[config.mk]
export PLATFORM = sky130hd
export DESIGN_NAME = jedro_1_test_monitor
export DESIGN_NICKNAME = d
export VERILOG_FILES = /design/src/rtl/jedro_1_test_monitor.sv
export SDC_FILE = /design/constraint.sdc
export NUM_CORES = 1
export LEC_CHECK = 0
export BUFFER_PORTS_ARGS = -buffer_cell sky130_fd_sc_hd__buf_2
export CAP_MARGIN = 20
export CORE_MARGIN = 5
export CORE_UTILIZATION = 35
export DETAILED_ROUTE_END_ITERATION = 8
export PLACE_DENSITY_LB_ADDON = 0.05
export SLEW_MARGIN = 20
export SYNTH_ARGS = -nofsm -noshare
export SYNTH_HDL_FRONTEND = slang
export SYNTH_SLANG_ARGS = --single-unit
[constraint.sdc]
create_clock -name clk_i -period 7.1 [get_ports clk_i]
set_clock_uncertainty 0.05 [all_clocks]
set_input_delay 0.71 -clock clk_i [delete_from_list [all_inputs] [get_ports clk_i]]
set_output_delay 0.71 -clock clk_i [all_outputs]
set_load 0.02 [all_outputs]
[src/rtl/jedro_1_test_monitor.sv]
// End-of-program monitor for jedro_1 benches: halt snoop on tohost, timeout, register checks.
// Optional macro JEDRO_1_TEST_MONITOR_WRCOUNT_EN enables the RUN-phase data-write counter.
module jedro_1_test_monitor #(
    parameter int                    DATA_WIDTH     = 32,
    parameter int                    ADDR_WIDTH     = 32,
    parameter int                    NUM_CHECKS     = 4,
    parameter int                    TIMEOUT_CYCLES = 1024,
    parameter logic [ADDR_WIDTH-1:0] TOHOST_ADDR    = 'h1000
) (
    input  logic                             clk_i,
    input  logic                             rst_i,
    input  logic                             start_i,
    input  logic                             dmem_we_i,
    input  logic [ADDR_WIDTH-1:0]            dmem_addr_i,
    input  logic [DATA_WIDTH-1:0]            dmem_wdata_i,
    input  logic [NUM_CHECKS*5-1:0]          exp_idx_i,
    input  logic [NUM_CHECKS*DATA_WIDTH-1:0] exp_val_i,
    output logic [4:0]                       rf_raddr_o,
    input  logic [DATA_WIDTH-1:0]            rf_rdata_i,
    output logic                             done_o,
    output logic                             pass_o,
    output logic [1:0]                       fail_code_o,
    output logic [$clog2(NUM_CHECKS):0]      fail_idx_o,
    output logic [31:0]                      cycle_count_o,
    output logic [31:0]                      dmem_wr_count_o,
    output logic [1:0]                       state_o
);

    localparam int          IDX_W        = $clog2(NUM_CHECKS) + 1;
    localparam logic [31:0] TIMEOUT_LAST = 32'(TIMEOUT_CYCLES - 1);

    localparam logic [1:0] S_IDLE  = 2'd0;
    localparam logic [1:0] S_RUN   = 2'd1;
    localparam logic [1:0] S_CHECK = 2'd2;
    localparam logic [1:0] S_DONE  = 2'd3;

    localparam logic [1:0] FC_NONE     = 2'd0;
    localparam logic [1:0] FC_TIMEOUT  = 2'd1;
    localparam logic [1:0] FC_PROGRAM  = 2'd2;
    localparam logic [1:0] FC_MISMATCH = 2'd3;

    logic [1:0]            state;
    logic [IDX_W-1:0]      k;
    logic [4:0]            cur_idx;
    logic [DATA_WIDTH-1:0] cur_val;
    logic                  halt;
    logic                  timeout;
    logic                  enter_run;
    logic                  last_check;

    // start_i is a level sampled every edge and only honoured in IDLE or DONE;
    // done_o qualifies pass_o/fail_code_o/fail_idx_o and holds until the next start or reset.
    assign enter_run  = start_i && (state == S_IDLE || state == S_DONE);
    assign halt       = dmem_we_i && (dmem_addr_i == TOHOST_ADDR);
    assign timeout    = (cycle_count_o == TIMEOUT_LAST);
    assign last_check = (k == IDX_W'(NUM_CHECKS - 1));
    assign state_o    = state;

    always_comb begin
        cur_idx = '0;
        cur_val = '0;
        for (int i = 0; i < NUM_CHECKS; i++) begin
            if (k == IDX_W'(i)) begin
                cur_idx = exp_idx_i[5*i +: 5];
                cur_val = exp_val_i[DATA_WIDTH*i +: DATA_WIDTH];
            end
        end
    end

    assign rf_raddr_o = (state == S_CHECK) ? cur_idx : 5'd0;

    always_ff @(posedge clk_i) begin
        if (rst_i) begin
            state         <= S_IDLE;
            k             <= '0;
            done_o        <= 1'b0;
            pass_o        <= 1'b0;
            fail_code_o   <= FC_NONE;
            fail_idx_o    <= '0;
            cycle_count_o <= '0;
        end else if (enter_run) begin
            state         <= S_RUN;
            k             <= '0;
            done_o        <= 1'b0;
            pass_o        <= 1'b0;
            fail_code_o   <= FC_NONE;
            fail_idx_o    <= '0;
            cycle_count_o <= '0;
        end else begin
            case (state)
                S_RUN: begin
                    if (cycle_count_o != 32'hFFFF_FFFF) begin
                        cycle_count_o <= cycle_count_o + 32'd1;
                    end
                    // A halt in the timeout cycle still counts as a halt.
                    if (halt) begin
                        if (dmem_wdata_i == DATA_WIDTH'(1)) begin
                            state <= S_CHECK;
                        end else begin
                            state       <= S_DONE;
                            done_o      <= 1'b1;
                            fail_code_o <= FC_PROGRAM;
                            fail_idx_o  <= '0;
                        end
                    end else if (timeout) begin
                        state       <= S_DONE;
                        done_o      <= 1'b1;
                        fail_code_o <= FC_TIMEOUT;
                    end
                end
                S_CHECK: begin
                    if (rf_rdata_i != cur_val) begin
                        state       <= S_DONE;
                        done_o      <= 1'b1;
                        fail_code_o <= FC_MISMATCH;
                        fail_idx_o  <= k;
                    end else if (last_check) begin
                        state  <= S_DONE;
                        done_o <= 1'b1;
                        pass_o <= 1'b1;
                    end else begin
                        k <= k + IDX_W'(1);
                    end
                end
                default: begin
                    state <= state;
                end
            endcase
        end
    end

`ifdef JEDRO_1_TEST_MONITOR_WRCOUNT_EN
    always_ff @(posedge clk_i) begin
        if (rst_i) begin
            dmem_wr_count_o <= '0;
        end else if (enter_run) begin
            dmem_wr_count_o <= '0;
        end else if (state == S_RUN && dmem_we_i && dmem_wr_count_o != 32'hFFFF_FFFF) begin
            dmem_wr_count_o <= dmem_wr_count_o + 32'd1;
        end
    end
`else
    assign dmem_wr_count_o = 32'd0;
`endif

endmodule

; Word-level counts from Yosys, hierarchy flattened
; Cells that the tools add are included.
[op_classes]
n_mux = 31
reduce_logical = 16
order_cmp = 0
n_mul = 0
n_bitwise = 2
n_eq_ne = 19
shifts = 0
n_addsub = 2
div_mod_pow = 0
[ops]
columns = operator, n
row1 = 2-to-1 mux 32 bit, 4
row2 = "adder 32 x 1 -> 32 bit, second input constant", 1
row3 = "== test 32 x 1 -> 1 bit, second input constant", 1
row4 = "== test 32 x 10 -> 1 bit, second input constant", 1
row5 = "== test 32 x 13 -> 1 bit, second input constant", 1
row6 = inequality test 32 bit, 1
row7 = "inequality test 32 bit, second input constant", 1
row8 = 2-to-1 mux 5 bit, 5
row9 = 2-to-1 mux 2 bit, 8
row10 = AND reduction 3 bit, 4
row11 = AND reduction 4 bit, 3
row12 = 2-to-1 mux 3 bit, 3
row13 = one-hot mux 2 bit (2 select lines), 2
row14 = 2-to-1 mux 1 bit, 7
row15 = "== test 3 x 2 -> 1 bit, second input constant", 2
row16 = "inequality test 3 bit, second input constant", 2
row17 = one-hot mux 3 bit (2 select lines), 1
row18 = "== test 2 bit, second input constant", 2
row19 = "inequality test 2 bit, second input constant", 2
row20 = "inequality test 4 x 3 -> 1 bit, second input constant", 1
row21 = "inequality test 4 bit, second input constant", 1
row22 = "adder 3 x 1 -> 3 bit, second input constant", 1
row23 = "== test 3 x 1 -> 1 bit, second input constant", 1
row24 = logical NOT 3 bit, 1
row25 = 12 further kinds, 14
[word_totals]
regBits = 44
out_inout_bits = 78
ram_bits = 0
rom_bits = 0
inputBits = 248
mem_count = 0
latch_bits = 0

; Logic depth before layout (Yosys ltp)
; Gate-level depths: netlist of run 1.
[depth]
depth_word = 9
ltp_mapped = 16
mapped_depth_nobuf = 11

; Worst setup path after synthesis of run 1
; Ideal clock, no wire load.
[synth_timing]
kind = reg-to-reg
startpoint = register k[2]
endpoint = register fail_idx_o[2]
n_path_buf = 3
setup_slack_ns = 3.339
synth_period_minus_slack_ns = 3.761
setup_time_ns = 0.117
t_arrival_ns = 3.593
path_stages_with_launch = 15
cell_sequence = dfxtp_1 buf_6 clkbuf_1 inv_1 ha_1 or2_1 buf_6 a221o_1 and3b_1 or4_1 or4_1 nor4b_2 and2_1 and4b_4 a32o_1
[synth_between]
elab_chain_len = 8
[synth_lines]
columns = item, line_no
row1 = start: declaration, 43  ; logic [IDX_W-1:0] k;
row2 = start signal: assignment, 122  ; k <= k + IDX_W'(1);
row3 = logical NOT 3 bit, 63  ; if (k == IDX_W'(i)) begin
row4 = 2-to-1 mux 32 bit (4 in series), 63
row5 = inequality test 32 bit, 112  ; if (rf_rdata_i != cur_val) begin
row6 = inequality test 2 x 1 -> 1 bit (no line), --
row7 = AND reduction 4 bit (no line), --
row8 = end signal: assignment, 116  ; fail_idx_o <= k;
row9 = end: declaration, 23  ; output logic [$clog2(NUM_CHECKS):0] fail_idx_o,
; Several ways; a longest one is shown, not always the timed one. The select of a mux whose other input is x is not followed.
; A chain may end at the register's enable or synchronous reset.

; Worst setup path in the final report of run 1
[layout_timing]
startpoint = register k[2]
endpoint = register fail_idx_o[0]
[layout_between]
elab_chain_len = 8
[layout_lines]
columns = item, line_no
row1 = logical NOT 3 bit, 63
row2 = 2-to-1 mux 32 bit (3 in series), 63
row3 = 2-to-1 mux 32 bit (*), 63
row4 = inequality test 32 bit (*), 112
row5 = inequality test 2 x 1 -> 1 bit (no line) (*), --
row6 = AND reduction 4 bit (no line) (*), --
; Every way passes the cells marked *; elsewhere a longest branch is shown, timed or not.

==> out/qor.txt, run 1 <==
outcome = finished clean
die area = 16800 µm²
Finished Layout Cells = 1179
CTS buffer count = 5
Syn Inst Count = 731
WL/cell = 18.6 µm
Logic pwr share = 41.1%
Core Footprint = 14000 µm²
Iteration-0 DRC Markers = 390
Slew Viols, Final = 0
dpl cells = 1168
Crit Path Max Fanout = 18
Synth Area per Inst = 6.87 µm²
starting density of the core = 35.9%
Synth Register Bits = 44
area of the multi-input gates = 3690 µm²
# Post-CTS Setup Buffers = 0
Area contributors post-synth = dfxtp_1 (18%), nand2_1 (5.2%), a21oi_1 (5.2%)
leading register cell type out of synthesis = dfxtp_1
hold path start = fail_code_o[1]
Die W = 130 µm
vias per cell = 5.49
fin crit share = 59.2%
Die Y = 130 µm
via count = 6474
row cnt = 43
Clk pwr share = 28.9%
Max Cap Viol = 0
Yosys cell types = 62
GRT Util Overall = 24.4%
Slew HR = 46.8%
area grow syn2layout = 32.4%
I/O Buffers = 293
gpl congestion = 0.913
clk_lat worst skew = 0.28 ns
worst-margin pin slew = 0.799 ns
DRT Wirelength = 21.9 mm
largest family of logic cells by synthesized area = simple AND/OR/NAND/NOR gates
cell depth of the worst flop-to-flop path = 11
cts repair resizes = 0
Worst setup SP type = flip-flop
register area = 881 µm²
endpoints failing hold = 0
Power Total = 927 µW
TritonCTS Sinks = 44
first-pass GRT wire length = 32.6 mm
Crit path top cell by count = or4_1
Post-CTS Hold Buffers = 0
number of flops mapped to enable cells by yosys = 0
adder-cell area share of the yosys netlist = 2.24%
Hold Crit Depth = 2
post-route cell area = 6640 µm²
CTS max path bufs = 2
Worst Setup SP = k[2]
DRC viols = 0
WP buf/inv = 1
Crit. path cell count = 11
R2R Setup Slk = 2.90 ns
crit end category = flip-flop
initial antenna violation count = 4
post-synthesis compound-gate area fraction = 25.4%
Placed Instance Area = 6460 µm²
Final TNS setup = 0 ns
CP Class = reg -> reg
Post-Synthesis Cell Area = 5020 µm²
largest net degree at the start of global routing = 50
Ys Warns = 0
pwr/cell area = 140 nW/µm²
Power Internal = 579 µW
top cell type's share of synthesized area = 17.6%
cell taking the most area after synthesis = dfxtp_1
RSZ-0062 raised after global routing = false
io pins = 326
filler instances = 1513
number of global-route vias before repair = 6241
sequential fraction of design power = 30.0%
CTS tree = done
Period minus WS final = 4.20 ns
remaining antenna violation count = 0
CP peak stage delay = 0.68 ns
cells along the critical path = inv_1 > ha_2 > or2_1 > a221oi_1 > nor3_1 > or4_1 > or4_1 > nor4b_2 > and2_1 > and4b_4 > a32o_1
nets = 1252
global route overflow = 0
data required time of the worst path = 7.22 ns
Pre-antenna DRT Iters = 6
Reg2Reg Launch Point = k[2]
FMAX = 0.238 GHz
Final HPWL DP = 18.3 mm
Simple-Gate Fraction of Synth Area = 36.0%
sequential-to-total area share from yosys stat = 17.6%
CP top delay family = simple AND/OR/NAND/NOR gates
Root Buffer = clkbuf_16
Clock transition at path regs = 0.06 ns
sw power = 348 µW
CP max-delay cell = dfxtp_1
worst hold path type = reg -> reg
final setup vio count = 0
VDD IR max = 112 µV
switching portion of total power = 37.5%
# H-tree levels = 2
layout cells sized above 1 = 32.3%
Hold Slack = 0.416 ns
Lkg Pwr = 0.00304 µW
Synth Area in XOR/XNOR = 5.06%
Post-synth ARST share = 0%
data arrival time of the worst path = 4.32 ns
proportion of synthesized area in mux cells = 2.27%
[placed cells by master, fill, tap and decap left out, types with 18 or more instances in the layout]
cell type / Yosys / layout
nor2b_1: 38 / 38
o21ai_0: 33 / 33
nor2_1: 60 / 60
nand2_1: 70 / 70
conb_1: 1 / 32
dfxtp_1: 44 / 44
buf_2: 2 / 293
nand3_1: 25 / 25
a21oi_1: 52 / 52
nand3b_1: 27 / 27
nand4_1: 18 / 18
inv_1: 46 / 46
nor4_1: 26 / 26
[cell type report]
class                           instances  share of cell area [%]
Timing Repair Buffer                  297                    22.5
Sequential cell                        44                    13.3
Inverter                               46                    2.60
Tap cell                              180                    3.39
Clock buffer                            5                    1.88
Antenna cell                            3                   0.113
Multi-Input combinational cell        601                    55.5
Clock inverter                          3                   0.697
[cell usage after synthesis (18+ instances only)]
library cell,instances
nand3_1,25
nand3b_1,27
nand4_1,18
a21oi_1,52
nor2_1,60
nor4_1,26
buf_4,32
o21ai_0,33
inv_1,46
nand2_1,70
nor2b_1,38
clkbuf_1,32
dfxtp_1,44
[worst reg2reg max path, delay by kind of cell (launching register included)]
family          cells  cell delay (ns)
compound gates      2             0.74
fa+ha+maj           1             0.21
buf+inv             1             0.13
flops               1             0.68
simple gates        7             2.30
[kinds of logic after synthesis]
group | after synthesis
XOR/XNOR | 29
multiplexers | 11
AND/OR/NAND/NOR | 333
flip-flops | 44
other | 1
buffers and inverters | 117
AO/OA/AOI/OAI | 187
adder cells (fa/ha/maj) | 9
[power groups by stage]
stage	Combinational [µW]	Sequential [µW]	Clock [µW]
after floorplan	217	301	0
after global placement	385	284	0
after detailed placement	381	284	0
after CTS	383	278	273
after global routing	416	281	284
final	381	278	268
[stage by stage]
| step | worst slack, ns | util [%] |
|---|---|---|
| finish | 2.90 | 47.5 |
| CTS | 2.90 | 47.4 |
| global route | 2.55 | 47.5 |
| detailed placement | 2.92 | 46.2 |
| floorplan | 3.34 | - |
| global placement | 2.97 | 46.2 |
[path summary, 6_finish.rpt]
kind	to
setup / recovery	fail_idx_o[0]
hold / removal	fail_code_o[1]
setup reg to reg	fail_idx_o[0]
hold reg to reg	fail_code_o[1]
[sequential cells by signal, indices dropped and copies added, names as in the netlist]
name and flops:
pass_o 1, cycle_count_o 32, done_o 1, state_o 2, fail_code_o 2, k 3
fail_idx_o 3
[metal layers]
layer	routed length [µm]	part of all wire, %	track usage (%)	vias up
met5	0	0	0	-
met4	505	2.3	6.60	0
met3	2060	9.4	4.13	30
met2	10600	48	43.3	345
met1	8730	40	30.7	2933
li1	-	-	-	3166
(Power assumes the default switching activity.)
==> inputs of run 2 (changes only) <==
Settings changed: ABC_AREA set to 1.
Clock period 7.1 ns to 4.2 ns, I/O delays scaled along.
==> run 2 against run 1 <==
  * Die area is 8.2% higher
  * Count of clock-buffer cells in the layout is 1 higher
  * Worst hold slack worse by 0.088 ns
  * Via count is 11% higher
  * Fmax is 37% higher
==> out/qor.txt, run 2 <==
met3 global-route usage = 3.24% (was 4.13%)
worst-margin pin slew = 0.755 ns (was 0.799 ns)
TritonCTS Sinks = 44 (unchanged)
most common cell after layout, fill and taps aside = nand2_1 (was buf_2)
Commonest cells post-synth = nand2_1 (365), inv_1 (161), nand3_1 (103) (was nand2_1 (70), nor2_1 (60), a21oi_1 (52))
Worst setup SP type = flip-flop (unchanged)
Worst Setup SP = k[0] (was k[2])
dpl cells = 1519 (was 1168)
R2R Setup Slk = 1.14 ns (was 2.90 ns)
Iteration-0 DRC Markers = 390 (unchanged)
VDD IR max = 218 µV (was 112 µV)
data arrival time of the worst path = 3.16 ns (was 4.32 ns)
first-pass GRT wire length = 33.2 mm (was 32.6 mm)
Yosys cell types = 35 (was 62)
outcome = finished clean (unchanged)
proportion of synthesized area in mux cells = 0% (was 2.27%)
Simple-Gate Fraction of Synth Area = 51.2% (was 36.0%)
gpl congestion = 0.853 (was 0.913)
Syn Inst Count = 1042 (was 731)
Post-Synthesis Cell Area = 5460 µm² (was 5020 µm²)
Post-CTS Hold Buffers = 0 (unchanged)
CTS buffer count = 5 (unchanged)
Final HPWL DP = 17.4 mm (was 18.3 mm)
io pins = 326 (unchanged)
Pre-antenna DRT Iters = 5 (was 6)
Slew Viols, Final = 0 (unchanged)
clk_lat worst skew = 0.29 ns (was 0.28 ns)
CTS tree = done (unchanged)
sequential-to-total area share from yosys stat = 16.1% (was 17.6%)
area grow syn2layout = 30.5% (was 32.4%)
vias per cell = 4.70 (was 5.49)
DRT Wirelength = 21.4 mm (was 21.9 mm)
endpoints failing hold = 0 (unchanged)
die area = 18200 µm² (was 16800 µm²)
register area = 881 µm² (unchanged)
biggest regs = cycle_count_o x32, fail_idx_o x3, k x3 (unchanged)
Final TNS setup = 0 ns (unchanged)
largest net degree at the start of global routing = 73 (was 50)
top cell type's share of synthesized area = 25.1% (was 17.6%)
# Post-CTS Setup Buffers = 0 (unchanged)
Area contributors post-synth = nand2_1 (25%), dfxtp_1 (16%), inv_1 (11%) (was dfxtp_1 (18%), nand2_1 (5.2%), a21oi_1 (5.2%))
I/O Buffers = 293 (unchanged)
global route overflow = 0 (unchanged)
crit end category = flip-flop (unchanged)
Die W = 135 µm (was 130 µm)
post-synthesis compound-gate area fraction = 9.87% (was 25.4%)
global route hottest layer = met2 (unchanged)
remaining antenna violation count = 0 (unchanged)
routing usage on met2 = 41.8% (was 43.3%)
adder-cell area share of the yosys netlist = 2.06% (was 2.24%)
via count = 7186 (was 6474)
cell depth of the worst flop-to-flop path = 18 (was 11)
cell taking the most area after synthesis = nand2_1 (was dfxtp_1)
leading register cell type out of synthesis = dfxtp_1 (unchanged)
Post-synth ARST share = 0% (unchanged)
cts repair resizes = 0 (unchanged)
GRT Util Overall = 22.0% (was 24.4%)
DRC viols = 0 (unchanged)
Root Buffer = clkbuf_16 (unchanged)
Ys Warns = 0 (unchanged)
Die Y = 135 µm (was 130 µm)
count leader, synth = nand2_1 (unchanged)
data required time of the worst path = 4.30 ns (was 7.22 ns)
end point of the critical path = fail_idx_o[2] (was fail_idx_o[0])
layout cells sized above 1 = 25.0% (was 32.3%)
pwr/cell area = 245 nW/µm² (was 140 nW/µm²)
Slew HR = 49.6% (was 46.8%)
CP Class = reg -> reg (unchanged)
nets = 1572 (was 1252)
max FFs per register = 32 (unchanged)
area of the multi-input gates = 3670 µm² (was 3690 µm²)
final setup vio count = 0 (unchanged)
Max Cap Viol = 0 (unchanged)
fin crit share = 72.8% (was 59.2%)
Synth Register Bits = 44 (unchanged)
row cnt = 45 (was 43)
Lkg Pwr = 0.00406 µW (was 0.00304 µW)
largest reg by FF count = cycle_count_o (unchanged)
Core Footprint = 15300 µm² (was 14000 µm²)
initial antenna violation count = 1 (was 4)
Reg2Reg Launch Point = k[0] (was k[2])
number of global-route vias before repair = 6885 (was 6241)
largest family of logic cells by synthesized area = simple AND/OR/NAND/NOR gates (unchanged)
filler instances = 1760 (was 1513)
commonest non-fill, non-tap cells in the layout = nand2_1 (365), buf_2 (293), inv_1 (161) (was buf_2 (293), nand2_1 (70), nor2_1 (60))
CTS max path bufs = 2 (unchanged)
# H-tree levels = 2 (unchanged)
WL/cell = 14.0 µm (was 18.6 µm)
worst hold path type = in -> reg (was reg -> reg)
Synth Area in XOR/XNOR = 1.76% (was 5.06%)
Clock transition at path regs = 0.07 ns (was 0.06 ns)
number of flops mapped to enable cells by yosys = 0 (unchanged)
FMAX = 0.327 GHz (was 0.238 GHz)
starting density of the core = 35.8% (was 35.9%)
RSZ-0062 raised after global routing = false (unchanged)
Crit Path Max Fanout = 72 (was 18)
Crit Reg-Reg Endpoint = fail_idx_o[2] (was fail_idx_o[0])
Finished Layout Cells = 1528 (was 1179)
Synth Area per Inst = 5.24 µm² (was 6.87 µm²)
Period minus WS final = 3.06 ns (was 4.20 ns)
GRT met1 Usage = 26.5% (was 30.7%)
[run 2: changes by cell type after synthesis, moves of 12 or more]
cell / change
a2111oi_0: -12
a21oi_1: -24
buf_2: +14
clkbuf_1: -21
inv_1: +115
nand2_1: +295
nand3_1: +78
nand3b_1: -26
nor2_1: +26
nor2b_1: -38
o21ai_0: +18
xnor2_1: -15
[run 2: layer usage]
metal  vias up  wire length [µm]
li1       3777                 -
met1      3163              8930
met2       230             10700
met3        16              1550
met4         0               239
met5         -                 0
[run 2: cell type report]
type | count | share of cell area [%]
antenna | 1 | 0.0351
sequential | 44 | 12.3
clock inverter | 2 | 0.544
tap | 211 | 3.70
multi-input combinational | 798 | 51.4
timing repair buffer | 300 | 21.3
clock buffer | 6 | 1.95
inverter | 166 | 8.74
[run 2: worst min path at each step]
stage,depth (start not counted),to,start
2_1_floorplan,2,done_o,done_o
3_3_place_gp,2,done_o,done_o
3_5_place_dp,1,pass_o,pass_o
4_1_cts,4,state_o[0],rst_i
5_1_grt,4,state_o[0],rst_i
6_report,4,state_o[0],rst_i
[run 2: kinds of logic after synthesis]
group | count (synthesis)
adders and majority gates | 9
other | 1
xor gates and xnor gates | 11
DFF | 44
AOI/OAI and AO/OA | 96
and+or+nand+nor | 650
buffers and inverters | 231
[run 2: where the power goes]
part	internal, µW	leakage [µW]	switching, µW
registers	460	0.000356	30.0
logic	278	0.00361	504
clock network	298	0.0000871	174
[run 2: metrics by stage]
step | total power [µW] | utilization (%) | setup slack, ns | hold slack, ns | instance area [µm²]
3_5_place_dp | 1280 | 45.6 | 1.15 | 0.407 | 6950
2_1_floorplan | 1020 | - | 1.69 | 0.476 | 5580
3_3_place_gp | 1290 | 45.6 | 1.18 | 0.392 | 6950
6_report | 1740 | 46.7 | 1.14 | 0.327 | 7130
4_1_cts | 1760 | 46.7 | 1.13 | 0.326 | 7130
5_1_grt | 1870 | 46.7 | 0.747 | 0.354 | 7130
[run 2: worst max-delay path, cell delays in order (launching register included)]
cell,delay (ns)
dfxtp_1,0.40
inv_1,0.11
ha_1,0.24
nand2_4,0.55
inv_2,0.20
nand2_1,0.10
nand2_1,0.05
inv_1,0.05
nand2_1,0.05
nand3_1,0.06
nand2_1,0.13
nor3_1,0.24
nand2_1,0.09
nor2_2,0.17
nand2_2,0.14
nand3_2,0.10
nand2_1,0.05
nand2_1,0.05
nor2_1,0.04
